**src/rtl/bbox_pkg.sv**
```systemverilog
// Shared types and constants for the binary mask bounding-box detector.
// Optional smoothing of published boxes is enabled by defining BBOX_SMOOTH_EN.
package bbox_pkg;

    localparam int COORD_W = 12;
    localparam int CNT_W   = 20;
    localparam int RUN_W   = 4;

    // Default frame geometry; the reset box spans the whole frame.
    localparam int DEF_IW = 1024;
    localparam int DEF_IH = 768;
    localparam logic [COORD_W-1:0] BOX_ORIGIN = '0;

    typedef enum logic [1:0] {
        WAIT_VS,
        ACCUM,
        PUBLISH
    } state_t;

    // (3*prev + new + 2) >> 2; 14 bits hold the worst case 4*4095+2.
    function automatic logic [COORD_W-1:0] smooth(input logic [COORD_W-1:0] prev,
                                                   input logic [COORD_W-1:0] nxt);
        logic [COORD_W+1:0] sum;
        sum = {2'b00, prev} + {1'b0, prev, 1'b0} + {2'b00, nxt} + 14'd2;
        return sum[COORD_W+1:2];
    endfunction

endpackage

```
**src/rtl/bbox_run_filter.sv**
```systemverilog
// Horizontal run-length filter: only runs of at least RUN_MIN consecutive
// foreground pixels on one line contribute to the bounding box and count.
module bbox_run_filter
    import bbox_pkg::*;
#(
    parameter int RUN_MIN = 4
) (
    input  logic               pixelclk,
    input  logic               reset,
    input  logic               i_binary,
    input  logic               i_de,
    input  logic [COORD_W-1:0] hcount,
    output logic               accept,
    output logic [COORD_W-1:0] left_x,
    output logic [COORD_W-1:0] right_x,
    output logic [RUN_W-1:0]   add_cnt
);

    localparam logic [RUN_W-1:0]   RUN_SAT = RUN_W'(RUN_MIN);
    localparam logic [COORD_W-1:0] RUN_OFS = COORD_W'(RUN_MIN - 1);

    logic             hit;
    logic [RUN_W-1:0] run;

    assign hit = i_de & i_binary;

    // NOTE: sequential state uses non-blocking assignments only.
    always_ff @(posedge pixelclk) begin
        if (reset || !hit) begin
            run <= '0;
        end else if (run != RUN_SAT) begin
            run <= run + RUN_W'(1);
        end
    end

    // NOTE: every output gets a default first so no latch is inferred.
    always_comb begin
        accept  = 1'b0;
        left_x  = hcount;
        right_x = hcount;
        add_cnt = '0;
        if (hit) begin
            if (run == RUN_SAT) begin
                accept  = 1'b1;
                add_cnt = RUN_W'(1);
            end else if (run == RUN_SAT - RUN_W'(1)) begin
                // Run just qualified: credit the pixels that were held back.
                accept  = 1'b1;
                add_cnt = RUN_SAT;
                left_x  = hcount - RUN_OFS;
            end
        end
    end

endmodule

```
**src/rtl/binary_bbox_detect.sv**
```systemverilog
// Per-frame bounding box and pixel count of a run-filtered binary mask.
// Define BBOX_SMOOTH_EN to average each published box with the previous one.
module binary_bbox_detect
    import bbox_pkg::*;
#(
    parameter int IW         = DEF_IW,
    parameter int IH         = DEF_IH,
    parameter int MIN_PIXELS = 64,
    parameter int RUN_MIN    = 4,
    parameter bit VS_POL     = 1'b1
) (
    input  logic               pixelclk,
    input  logic               reset,
    input  logic               i_binary,
    input  logic               i_de,
    input  logic               i_vsync,
    input  logic [COORD_W-1:0] hcount,
    input  logic [COORD_W-1:0] vcount,
    output logic [COORD_W-1:0] hcount_l,
    output logic [COORD_W-1:0] hcount_r,
    output logic [COORD_W-1:0] vcount_l,
    output logic [COORD_W-1:0] vcount_r,
    output logic               o_found,
    output logic               o_box_valid,
    output logic [CNT_W-1:0]   o_pix_cnt
);

    localparam logic [COORD_W-1:0] X_MAX   = COORD_W'(IW - 1);
    localparam logic [COORD_W-1:0] Y_MAX   = COORD_W'(IH - 1);
    localparam logic [CNT_W-1:0]   MIN_CNT = CNT_W'(MIN_PIXELS);

    state_t             state, state_nxt;
    logic               vs_d, vs_edge;
    logic               acc_clr, acc_en, publish;
    logic               accept;
    logic [COORD_W-1:0] left_x, right_x;
    logic [RUN_W-1:0]   add_cnt;
    logic [COORD_W-1:0] min_x, max_x, min_y, max_y;
    logic [CNT_W-1:0]   count;
    logic [CNT_W:0]     cnt_sum;

    bbox_run_filter #(.RUN_MIN(RUN_MIN)) u_run_filter (
        .pixelclk (pixelclk),
        .reset    (reset),
        .i_binary (i_binary),
        .i_de     (i_de),
        .hcount   (hcount),
        .accept   (accept),
        .left_x   (left_x),
        .right_x  (right_x),
        .add_cnt  (add_cnt)
    );

    assign vs_edge = (vs_d != VS_POL) && (i_vsync == VS_POL);

    always_ff @(posedge pixelclk) begin
        if (reset) begin
            state <= WAIT_VS;
            vs_d  <= VS_POL;
        end else begin
            state <= state_nxt;
            vs_d  <= i_vsync;
        end
    end

    always_comb begin
        state_nxt = state;
        case (state)
            WAIT_VS: if (vs_edge) state_nxt = ACCUM;
            ACCUM:   if (vs_edge) state_nxt = PUBLISH;
            PUBLISH: state_nxt = ACCUM;
            default: state_nxt = WAIT_VS;
        endcase
    end

    always_comb begin
        acc_clr = (state == PUBLISH) || (state == WAIT_VS && vs_edge);
        acc_en  = (state == ACCUM);
        publish = (state == PUBLISH);
    end

    assign cnt_sum = {1'b0, count} + (CNT_W + 1)'(add_cnt);

    always_ff @(posedge pixelclk) begin
        if (reset || acc_clr) begin
            min_x <= X_MAX;
            max_x <= BOX_ORIGIN;
            min_y <= Y_MAX;
            max_y <= BOX_ORIGIN;
            count <= '0;
        end else if (acc_en && accept) begin
            if (left_x < min_x)  min_x <= left_x;
            if (right_x > max_x) max_x <= right_x;
            if (vcount < min_y)  min_y <= vcount;
            if (vcount > max_y)  max_y <= vcount;
            count <= cnt_sum[CNT_W] ? '1 : cnt_sum[CNT_W-1:0];
        end
    end

    always_ff @(posedge pixelclk) begin
        if (reset) begin
            hcount_l    <= BOX_ORIGIN;
            hcount_r    <= X_MAX;
            vcount_l    <= BOX_ORIGIN;
            vcount_r    <= Y_MAX;
            o_found     <= 1'b0;
            o_box_valid <= 1'b0;
            o_pix_cnt   <= '0;
        end else begin
            o_box_valid <= publish;
            if (publish) begin
                o_pix_cnt <= count;
                if (count >= MIN_CNT) begin
                    o_found <= 1'b1;
`ifdef BBOX_SMOOTH_EN
                    if (o_found) begin
                        hcount_l <= smooth(hcount_l, min_x);
                        hcount_r <= smooth(hcount_r, max_x);
                        vcount_l <= smooth(vcount_l, min_y);
                        vcount_r <= smooth(vcount_r, max_y);
                    end else begin
                        hcount_l <= min_x;
                        hcount_r <= max_x;
                        vcount_l <= min_y;
                        vcount_r <= max_y;
                    end
`else
                    hcount_l <= min_x;
                    hcount_r <= max_x;
                    vcount_l <= min_y;
                    vcount_r <= max_y;
`endif
                end else begin
                    o_found  <= 1'b0;
                    hcount_l <= BOX_ORIGIN;
                    hcount_r <= X_MAX;
                    vcount_l <= BOX_ORIGIN;
                    vcount_r <= Y_MAX;
                end
            end
        end
    end

endmodule

```
**config.mk**
```make
export PLATFORM = sky130hd
export DESIGN_NAME = binary_bbox_detect
export DESIGN_NICKNAME = d
export VERILOG_FILES = /design/src/rtl/bbox_pkg.sv /design/src/rtl/bbox_run_filter.sv /design/src/rtl/binary_bbox_detect.sv
export SDC_FILE = /design/constraint.sdc
export NUM_CORES = 1
export LEC_CHECK = 0
export CAP_MARGIN = 10
export CORE_MARGIN = 4
export CORE_UTILIZATION = 58
export CTS_CLUSTER_SIZE = 30
export DETAILED_ROUTE_END_ITERATION = 10
export GPL_TIMING_DRIVEN = 0
export PLACE_DENSITY = 0.83
export SLEW_MARGIN = 20
export SYNTH_ARGS = -nofsm -noshare
export SYNTH_HDL_FRONTEND = slang
export SYNTH_SLANG_ARGS = --single-unit
```
**constraint.sdc**
```tcl
create_clock -name pixelclk -period 6.5 [get_ports pixelclk]
set_input_delay 1.3 -clock pixelclk [delete_from_list [all_inputs] [get_ports pixelclk]]
set_output_delay 1.3 -clock pixelclk [all_outputs]
set_load 0.02 [all_outputs]
```
Word-level counts from Yosys, hierarchy flattened --
Cells that the tools add are included.
Word-level totals: bits in registers 145, output and inout bits 70, word-level logic and storage cells 63, bits of input ports 29
Operators by class: order comparisons 5, add/sub/neg operators 3, bitwise logic cells 2, reductions and logical operators 13, equal/unequal tests 7, mux-type cells 18
Operators by type and width (count):
- $mux 12 | 7
- $gt 12x12->1 | 2
- $lt 12x12->1 | 2
- $add 20x4->21 | 1
- $ge 20x7->1 const B | 1
- $mux 20 | 1
- $sub 12x2->12 const B | 1
- $reduce_and 2->1 | 5
- $mux 4 | 2
- $pmux 2 s3 | 1
- $add 4x1->4 const B | 1
- $eq 4x2->1 const B | 1
- $eq 4x3->1 const B | 1
- $mux 1 | 4
- $mux 2 | 2
- $ne 2x2->1 const B | 2
- $ne 4x3->1 const B | 1
- $logic_and 1x1->1 | 3
- $logic_or 1x1->1 | 3
- $mux 3 | 1
- $eq 2x1->1 const B | 1
- $eq 2x2->1 const B | 1
- $logic_not 2->1 | 1
- $and 1x1->1 | 1
- 2 further kinds | 2

Longest topological paths before layout --
word-level depth 6, gate-level depth with buffers 13, mapped depth without buffers 12

Cells and area by module --
Synthesis repeated with hierarchy kept, for this count alone.
Second synthesis, totals: cell total of the unflattened synthesis 925, area total of the unflattened synthesis 7948.9 µm²
By module, submodules not included:
- binary_bbox_detect | area each 7328.3 µm², times used 1, cells an instance 849, sequential area each 2822.7 µm²
- bbox_run_filter | area each 620.6 µm², times used 1, cells an instance 76, sequential area each 80.1 µm²

Worst setup path after synthesis --
Ideal clock, no wire load.
kind in2reg, start point in hcount[5], end point reg min_x[0], slack 2.167 ns, arrival 4.261 ns, buffers on the path 1, stages 11, required time 6.428 ns, setup time 0.072 ns, cell sequence or4_4 > or4_4 > or3_2 > nand2_1 > ha_1 > a21o_1 > a21o_1 > a211o_1 > nor3_2 > buf_4 > mux2i_1
On the way: word-level cells in the longest chain between the ends 6
Ends and longest elaborated chain:
- start, declared | RTL line binary_bbox_detect.sv:17 | input logic [COORD_W-1:0] hcount,
- $sub 12x2->12 | RTL line bbox_run_filter.sv:50 | left_x = hcount - RUN_OFS;
- $mux 12 | RTL line bbox_run_filter.sv:46 | end else if (run == RUN_SAT - RUN_W'(1)) begin
- $mux 12 | RTL line bbox_run_filter.sv:43 | if (run == RUN_SAT) begin
- $mux 12 | RTL line bbox_run_filter.sv:42 | if (hit) begin
- named net left_x[9] | RTL line binary_bbox_detect.sv:36 | logic [COORD_W-1:0] left_x, right_x;
- $lt 12x12->1 | RTL line binary_bbox_detect.sv:92 | if (left_x < min_x) min_x <= left_x;
- $reduce_and 2->1 (no source line)
- end signal, assigned | RTL line binary_bbox_detect.sv:92
- end, declared | RTL line binary_bbox_detect.sv:38 | logic [COORD_W-1:0] min_x, max_x, min_y, max_y;
The timed path passes the listed nets, and every way through them passes these cells. A chain may end at the register's enable or synchronous reset.

Worst setup path after layout --
start point in hcount[2], end point reg min_x[8]
The elaborated chain is that of the path after synthesis.

==> metrics.yaml <==
outcome:
  status: "completed"
yosys:
  synthCells: 894
  syn_area_per_cell_um2: 8.52
  ys_async_sr_fraction: 0
  synth-seq-cells: 145
  synth_warnings: 0
  yosysTopAreaCell: "dfxtp_1"
  synth_area_mm2: 0.00762
  ys.flop_type: "dfxtp_1"
  synth_edf_count: 0
  syn-num-nets: 975
  synth.distinct_cells: 62
  synth_area_leaders: "dfxtp_1 38%, ha_1 8.5%, nor2_1 4.0%"
  synth_seq_area_share: 0.381
  synth.top_cell.area_share: 0.381
floorplan:
  rows: 41
  dieArea_mm2: 0.0150
  core_area_mm2: 0.0127
  ios: 99
  initial_core_util: 0.599
  die_w_um: 123
  die_height_um: 123
finish:
  area_growth_pct: 24.2
  fin_cells: 1196
  ff_latch_area_mm2: 0.00290
  num-fill-cells: 998
  layout-drive-gt1-share: 0.0635
  fin_nets: 1091
  multi_input_area_mm2: 0.00425
  design_area_mm2: 0.00947
timing:
  fin_skew_ns: 0.00760
  hold_viol: 0
  fin_crit_ns: 4.88
  postLayoutSetupSlackWorst_ns: 1.62
  final-max-slew-violation-count: 0
  clock.fmax_mhz: 205
  relSlewSlack: 0.444
  worstMarginPinSlew_ns: 0.834
  setup_viol: 0
  fin_tns_setup_ns: 0
  rsz0062_at_grt: "false"
  period_share: 0.751
route:
  totalWireLength_um: 22000
  wl_per_cell_um: 18.4
  drtIter0Drc: 1037
  via_per_inst: 6.32
  drc: 0
  antenna_left: 0
  dr.pass1.iters: 7
  num_vias: 7558
global_routing:
  antenna_found_initial: 0
  grt_pass1_wl_um: 34900
  grt_start_max_net_pins: 17
  grt_usage: 0.295
  grt_pass1_vias: 6982
  grt-ovfl-total: 0
clock_network:
  cts.sinks: 145
  insertion_delay_ns: 0.44
  cts_setup_buffers: 0
  clk_path_buf_depth: 2
  ctsHoldBuffers: 0
  cts_tree: "built"
  ctsResizeCount: 0
  h-tree-depth: 4
  clk_pin_slew_ns: 0.06
  cts_made_buffers: 17
  cts-root-buf: "clkbuf_16"
power:
  ir_drop_mv: 0.141
  cellPowerDensity_mw_per_mm2: 224
  power.leakage_uw: 0.00353
place:
  dp_hpwl_um: 15600
  dpl_cell_area_mm2: 0.00881
  place_inst: 1163
  gp_congestion: 0.984
  pre_cts_ws_ns: 1.23
  port_buffers: 97
setup_path:
  end_kind: "flop"
  required_ns: 6.86
  cp_data_arrival_time_ns: 5.24
  startpoint_type: "primary input"
  crit_type: "in2reg"
  cp_max_fo: 10
worst_hold_path:
  hp-class: "reg2reg"
flow_run:
  maxCapViolCount: 0
area by class of cell:
class / count / share of cell area
diodes: 1 / 0.000264
plain buffers: 64 / 0.0280
clock buffers: 17 / 0.0449
clock inverters: 15 / 0.0243
inverters: 54 / 0.0214
multi-input cells: 631 / 0.449
flip-flops and latches: 145 / 0.307
well taps: 172 / 0.0227
repair buffers: 97 / 0.103
worst max-delay path, cell delays in order:
cell and delay (ns):
clkdlybuf4s50_1 0.63, or4_4 0.65, or4_4 0.48, or3_2 0.42, nand2_1 0.10, ha_1 0.24
a21o_1 0.16, a21o_1 0.17, a211o_1 0.33, nor3_2 0.28, buf_4 0.28, mux2i_1 0.20
synthesized netlist by cell type, types with 8 or more instances:
library cell / n
a21o_1: 14
a21oi_1: 48
a22oi_1: 29
a32oi_1: 24
clkbuf_1: 56
dfxtp_1: 145
ha_1: 52
inv_1: 54
mux2i_1: 24
nand2_1: 56
nand2b_1: 25
nand3_1: 36
nand4_1: 36
nor2_1: 81
nor3_1: 40
nor4_1: 8
o2111ai_1: 24
o21ai_0: 14
o22ai_1: 19
xnor2_1: 15
layer usage:
metal  routed length, um  global-route usage  vias to the layer above
li1                    -                   -                     3527
met1                9390               0.388                     3559
met2               10000               0.465                      384
met3                1680              0.0594                       88
met4                 924               0.136                        0
met5                   0                   0                        -
cells in the final DEF (no fill, tap or decap), types with 7 or more instances in the layout:
| master | instances |
|---|---|
| a32oi_1 | 24 |
| nand2_1 | 56 |
| clkdlybuf4s50_1 | 97 |
| nand2b_1 | 25 |
| o2111ai_1 | 24 |
| and4_1 | 7 |
| a21oi_1 | 48 |
| a22oi_1 | 29 |
| ha_1 | 52 |
| nor2b_1 | 7 |
| nor3_1 | 40 |
| a21o_1 | 14 |
| inv_1 | 54 |
| nand3_1 | 36 |
| clkbuf_16 | 17 |
| o21ai_0 | 14 |
| nand4_1 | 36 |
| dfxtp_1 | 145 |
| nor2_1 | 81 |
| nor4_1 | 8 |
| or2_2 | 7 |
| clkbuf_1 | 56 |
| mux2i_1 | 24 |
| o22ai_1 | 19 |
| xnor2_1 | 15 |
sequential cells by signal (all words and copies together), names as in the netlist, 12 cells and up:
signal     count
max_x         12
hcount_l      12
min_y         12
vcount_r      12
hcount_r      12
o_pix_cnt     20
max_y         12
count         20
vcount_l      12
min_x         12
stage by stage:
step | util | power, uW | hold WS (ns)
2_1_floorplan | - | 982 | 0.445
6_report | 0.744 | 2120 | 0.458
3_5_place_dp | 0.692 | 1040 | 0.449
5_1_grt | 0.744 | 2170 | 0.474
3_3_place_gp | 0.692 | 1040 | 0.446
4_1_cts | 0.744 | 2120 | 0.457
final timing paths:
check | from | end | slack [ns] | cells after the start
setup / recovery | hcount[2] | min_x[8] | 1.62 | 12
hold / removal | o_pix_cnt[13] | o_pix_cnt[13] | 0.46 | 2
setup reg to reg | u_run_filter.run[1] | min_x[8] | 2.73 | 13
hold reg to reg | o_pix_cnt[13] | o_pix_cnt[13] | 0.46 | 2
cells by family (layout without fill, tap and decap cells):
| family | count (synthesis) | in the layout | synth area share |
|---|---|---|---|
| AO/OA/AOI/OAI | 202 | 202 | 0.188 |
| flip-flops | 145 | 145 | 0.381 |
| buffers and inverters | 118 | 247 | 0.0614 |
| adder cells (fa/ha/maj) | 52 | 52 | 0.0854 |
| multiplexers | 26 | 26 | 0.0345 |
| AND/OR/NAND/NOR | 332 | 332 | 0.227 |
| other | 0 | 1 | 0 |
| XOR/XNOR | 19 | 19 | 0.0228 |
power by group:
group	internal [uW]	total, uW	leakage, uW	switching (uW)
combinational	46.7	135	0.00204	88.4
clock	686	1090	0.000316	406
sequential	890	890	0.00117	0.733
(Power assumes the default switching activity.)
